==> config.mk <==
export PLATFORM = sky130hd
export DESIGN_NAME = coin_input_conditioner
export DESIGN_NICKNAME = d
export VERILOG_FILES = /design/src/rtl/coin_input_conditioner.sv
export SDC_FILE = /design/constraint.sdc
export NUM_CORES = 1
export LEC_CHECK = 0
export CAP_MARGIN = 20
export CORE_UTILIZATION = 55
export DETAILED_ROUTE_END_ITERATION = 8
export GPL_TIMING_DRIVEN = 0
export PLACE_DENSITY = 0.76
export SYNTH_ARGS = -nofsm -noshare
export SYNTH_HDL_FRONTEND = slang
export SYNTH_SLANG_ARGS = --single-unit
==> constraint.sdc <==
create_clock -name clk -period 5.25 [get_ports clk]
set_input_delay 1.05 -clock clk [delete_from_list [all_inputs] [get_ports clk]]
set_output_delay 1.05 -clock clk [all_outputs]
set_load 0.05 [all_outputs]
==> src/rtl/coin_input_conditioner.sv <==
// coin_input_conditioner: debounces coin/button sensors and issues queued one-cycle {x1,x2} codes.
// Optional macro COIN_REJECT_EN adds coin_reject, a pulse per coin event dropped on a full queue.
module coin_input_conditioner #(
   parameter int unsigned DEB_CYCLES = 16,
   parameter int unsigned GAP_CYCLES = 2,
   parameter int unsigned FIFO_DEPTH = 4
) (
   input  logic clk,
   input  logic rst,
   input  logic coin5_raw,
   input  logic coin10_raw,
   input  logic btn_raw,
   output logic x1,
   output logic x2,
   output logic busy,
   output logic ovf
`ifdef COIN_REJECT_EN
   ,
   output logic coin_reject
`endif
);
   localparam int unsigned NSRC = 3;
   localparam int unsigned DW   = $clog2(DEB_CYCLES);
   localparam int unsigned GW   = $clog2(GAP_CYCLES + 1);
   localparam int unsigned AW   = $clog2(FIFO_DEPTH);
   localparam int unsigned CW   = AW + 1;
   // Source order is ten, five, button; codes packed with source 0 in the low bits.
   localparam logic [5:0]  CODES = {2'b11, 2'b01, 2'b10};

   typedef enum logic [1:0] {ST_IDLE, ST_EMIT, ST_GAP} state_t;

   logic [NSRC-1:0] raw_vec;
   logic [NSRC-1:0] sync1_q, sync1_d, sync2_q, sync2_d, deb_q, deb_d;
   logic [DW-1:0]   dcnt_q [NSRC];
   logic [DW-1:0]   dcnt_d [NSRC];
   logic [NSRC-1:0] rise, drop;
   logic [1:0]      mem_q [FIFO_DEPTH];
   logic [1:0]      mem_d [FIFO_DEPTH];
   logic [AW-1:0]   wr_q, wr_d, rd_q, rd_d;
   logic [CW-1:0]   cnt_q, cnt_d;
   state_t          state_q, state_d;
   logic [GW-1:0]   gap_q, gap_d;
   logic [1:0]      x_q, x_d;
   logic            busy_q, busy_d, ovf_q, ovf_d;
   logic            gap_done, pop;
   int unsigned     room, n_wr;
`ifdef COIN_REJECT_EN
   logic            rej_q, rej_d;
`endif

   assign raw_vec = {btn_raw, coin5_raw, coin10_raw};

   always_comb begin
      sync1_d = raw_vec;
      sync2_d = sync1_q;
      deb_d   = deb_q;
      // A level is accepted after DEB_CYCLES consecutive samples disagree with it.
      for (int s = 0; s < int'(NSRC); s++) begin
         dcnt_d[s] = '0;
         if (sync2_q[s] != deb_q[s]) begin
            if (dcnt_q[s] == DW'(DEB_CYCLES - 1)) deb_d[s] = ~deb_q[s];
            else                                  dcnt_d[s] = dcnt_q[s] + DW'(1);
         end
      end
      rise = deb_d & ~deb_q;

      gap_done = (gap_q == GW'(GAP_CYCLES - 1));
      pop      = (cnt_q != '0) && ((state_q == ST_IDLE) || ((state_q == ST_GAP) && gap_done));
      state_d  = state_q;
      gap_d    = gap_q;
      rd_d     = rd_q;
      x_d      = 2'b00;
      case (state_q)
         ST_IDLE: state_d = ST_IDLE;
         ST_EMIT: begin
            state_d = ST_GAP;
            gap_d   = '0;
         end
         ST_GAP: begin
            if (gap_done) state_d = ST_IDLE;
            else          gap_d   = gap_q + GW'(1);
         end
         default: state_d = ST_IDLE;
      endcase
      if (pop) begin
         state_d = ST_EMIT;
         x_d     = mem_q[rd_q];
         rd_d    = rd_q + AW'(1);
      end

      // Same-cycle pop frees its slot; late-ordered events are the ones dropped.
      mem_d = mem_q;
      wr_d  = wr_q;
      drop  = '0;
      n_wr  = 0;
      room  = FIFO_DEPTH - 32'(cnt_q) + 32'(pop);
      for (int s = 0; s < int'(NSRC); s++) begin
         if (rise[s]) begin
            if (n_wr < room) begin
               mem_d[wr_d] = CODES[2*s +: 2];
               wr_d        = wr_d + AW'(1);
               n_wr        = n_wr + 1;
            end else begin
               drop[s] = 1'b1;
            end
         end
      end
      cnt_d  = cnt_q + CW'(n_wr) - CW'(pop);
      busy_d = (cnt_d != '0) || (state_d != ST_IDLE);
      ovf_d  = ovf_q | (|drop);
`ifdef COIN_REJECT_EN
      rej_d  = |drop[1:0];
`endif
   end

   always_ff @(posedge clk or negedge rst) begin
      if (!rst) begin
         sync1_q <= '0;
         sync2_q <= '0;
         deb_q   <= '0;
         for (int s = 0; s < int'(NSRC); s++) dcnt_q[s] <= '0;
         for (int i = 0; i < int'(FIFO_DEPTH); i++) mem_q[i] <= '0;
         wr_q    <= '0;
         rd_q    <= '0;
         cnt_q   <= '0;
         state_q <= ST_IDLE;
         gap_q   <= '0;
         x_q     <= 2'b00;
         busy_q  <= 1'b0;
         ovf_q   <= 1'b0;
`ifdef COIN_REJECT_EN
         rej_q   <= 1'b0;
`endif
      end else begin
         sync1_q <= sync1_d;
         sync2_q <= sync2_d;
         deb_q   <= deb_d;
         dcnt_q  <= dcnt_d;
         mem_q   <= mem_d;
         wr_q    <= wr_d;
         rd_q    <= rd_d;
         cnt_q   <= cnt_d;
         state_q <= state_d;
         gap_q   <= gap_d;
         x_q     <= x_d;
         busy_q  <= busy_d;
         ovf_q   <= ovf_d;
`ifdef COIN_REJECT_EN
         rej_q   <= rej_d;
`endif
      end
   end

   assign x1   = x_q[1];
   assign x2   = x_q[0];
   assign busy = busy_q;
   assign ovf  = ovf_q;
`ifdef COIN_REJECT_EN
   assign coin_reject = rej_q;
`endif

endmodule

==> metrics <==
met2 GRT Util=30.6%; Reg2Reg Depth=27; Crit path buffers/inverters=5; largest net degree at the start of global routing=24; # rows=24; global routing's busiest layer=met2; Tcrit/Tclk final=93.7%; layout cells sized above 1=22.5%; top cell type by total area after synthesis=dfrtp_1; Die Height=70.2 um; Hold EP=sync2_q[1]; area delta synth->final=15.9%; routability-driven placement congestion ratio=0.753; yosys warns=0; vias in the first global route=1584; status=completed; Final Skew=0.00851 ns; worst vdd ir=233 uV; final setup fails=0; Final Max Tran Viols=0; Syn Area/Cell=11.7 um2; DP HPWL=2910 um; hold wc startpoint=sync1_q[1]; die width=70.2 um; WL/cell=13.3 um; reg2reg start=cnt_q[0]; Final ANT Viol Nets=0; Tot GR Track Use=17.8%; hold_buf cts=0; CTS H-tree depth=2; count leader, synth=dfrtp_1; ANT cells=0; CTS tree=yes; FF-to-FF End=busy; CP startpoint=cnt_q[0]; Top Ports=9; DRC viols=0; switching share of power=39.2%; Synth Register Bits=44; Mapped Area=0.00256 mm2; initial antenna violation count=0; worst-path maximum fanout=10; MaxCap Viol Count=0; clk root buf=clkbuf_8; die area=0.00493 mm2; post-synth cell types=47; CP required=5.43 ns; port bufs=8; Pleak=1.40 nW; Worst slew margin=63.9%; Flop pwr share=29.8%; Clock Path Buffers=2; Int Power=0.858 mW; top-area cell type share of the netlist area=43.0%; Core Util, Final=67.2%; Worst Hold Depth=0; net count after synthesis=253; CTS clock-pin slew for the worst setup and hold paths=0.08 ns; final hold violation count=0; met1 GRT Util=22.0%; Area contributors post-synth=dfrtp_1 (43%), ha_1 (14%), xnor2_1 (5.1%); total gr overflow=0; power share of the clock group=15.3%; Routed WL=3950 um; latest clock arrival within the worst-skew pair=0.30 ns; logic gate share of total power=54.9%; Main synth FF type=dfrtp_1; Power Density=476 mW/mm2; Starting Density=58.0%; core footprint=0.00441 mm2; initial DRC count=48; Max Fclk=203 MHz; crit end category=flop; Sw Pwr=0.554 mW; Setup Crit Path Kind=flop to flop; CP peak stage delay=0.41 ns; vias=1591; nets@finish=278; flop2flop setup slack=0.33 ns; grt met3 use=3.90%; number of synthesized flops with an enable pin=0; Period minus WS final=4.92 ns; Num CTS Buffers=5; Sink Count=44; CP delay by family, top=adder cells; worst slew pin tran=0.540 ns; vias per inst=5.38; post-route cell area=0.00297 mm2; CP Launch Type=flop; first-pass GRT wire length=6810 um; Synth top cells by count=dfrtp_1 (44), ha_1 (29), inv_1 (20), nand2_1 (17), xnor2_1 (15); post-synthesis sequential area ratio=43.0%; cells after synthesis=218; Worst Path Arrival=5.10 ns; placed inst area=0.00273 mm2; Crit-path slowest cell=dfrtp_1; Worst Hold Class=flop to flop; total iterations of the first detailed-routing run=4; post-synthesis async set-or-reset flop share=100%; cell mode on critical path=ha_1
## layout by cell type (no fill, tap or decap), types with 5 or more instances in the layout
| cell | instances |
|---|---|
| and2_1 | 6 |
| nor2_1 | 5 |
| nand2_1 | 17 |
| buf_4 | 10 |
| dfrtp_1 | 44 |
| nor2b_1 | 5 |
| ha_1 | 25 |
| xnor2_1 | 14 |
| inv_1 | 20 |
| clkbuf_8 | 6 |
| clkdlybuf4s50_1 | 7 |
| a21oi_1 | 6 |
## flip-flops by register name, indices dropped and copies added (netlist names)
name,cells
dcnt_q,12
mem_q,8
cnt_q,3
deb_q,3
sync1_q,3
sync2_q,3
gap_q,2
rd_q,2
state_q,2
wr_q,2
x_q,2
busy,1
ovf,1
## worst register-to-register path, delay by kind of cell, from the launching register on
family / cells / cell delay (ns)
AND/OR/NAND/NOR: 7 / 1.02
XOR/XNOR: 4 / 0.60
adder cells (fa/ha/maj): 9 / 2.03
buffers and inverters: 5 / 0.55
multiplexers: 1 / 0.10
AO/OA/AOI/OAI: 1 / 0.11
flip-flops: 1 / 0.41
## metal layers
layer	vias to the layer above	share of wire, %
met3	6	1.9
li1	803	-
met4	0	1.4
met1	773	47
met5	-	0
met2	9	50
## timing repair
item / CTS / global route
endpoints found under the setup margin: 2 / 2
buffers inserted: 2 / 8
cloned: 0 / 0
resized for setup: 6 / 9
pin swaps: 5 / 7
## final cells by class
type | instances | area, um2
clock buffers | 7 | 86.3
well taps | 52 | 65.1
fillers | 333 | 1450
clock inverters | 1 | 7.51
multi-input cells | 151 | 1430
repair buffers | 19 | 178
plain buffers | 2 | 22.5
inverters | 20 | 75.1
flip-flops and latches | 44 | 1100
## power groups by stage
stage | clock (mW) | sequential, mW | combinational [mW]
2_1_floorplan | 0 | 0.424 | 0.470
3_3_place_gp | 0 | 0.427 | 0.550
3_5_place_dp | 0 | 0.429 | 0.564
4_1_cts | 0.224 | 0.423 | 0.649
5_1_grt | 0.235 | 0.426 | 0.855
6_report | 0.216 | 0.421 | 0.775
## how the worst max path moves through the flow
stage | to | slack [ns] | cells past startpoint
floorplan | busy | 0.09 | 26
global placement | busy | -0.49 | 26
detailed placement | busy | -0.50 | 26
CTS | busy | 0.003 | 26
global route | busy | -0.05 | 27
finish | busy | 0.33 | 27
## per-stage QoR
step | std cells | TNS [ns] | setup slack [ns] | total power, mW | hold WS [ns]
global route | 296 | -0.0462 | -0.0462 | 1.52 | 0.356
global placement | 278 | -0.704 | -0.489 | 0.977 | 0.332
finish | 296 | 0 | 0.331 | 1.41 | 0.349
floorplan | 218 | 0 | 0.0880 | 0.894 | 0.331
detailed placement | 279 | -0.723 | -0.497 | 0.994 | 0.336
CTS | 288 | 0 | 0.00334 | 1.30 | 0.353
## kinds of logic after synthesis
family	synth area share, %
mux	6.11
xor+xnor	7.38
flops	43.0
simple gates	13.1
fa+ha+maj	15.0
compound gates	11.4
buf+inv	4.01
Note: power is estimated with default switching activity, not from simulation.
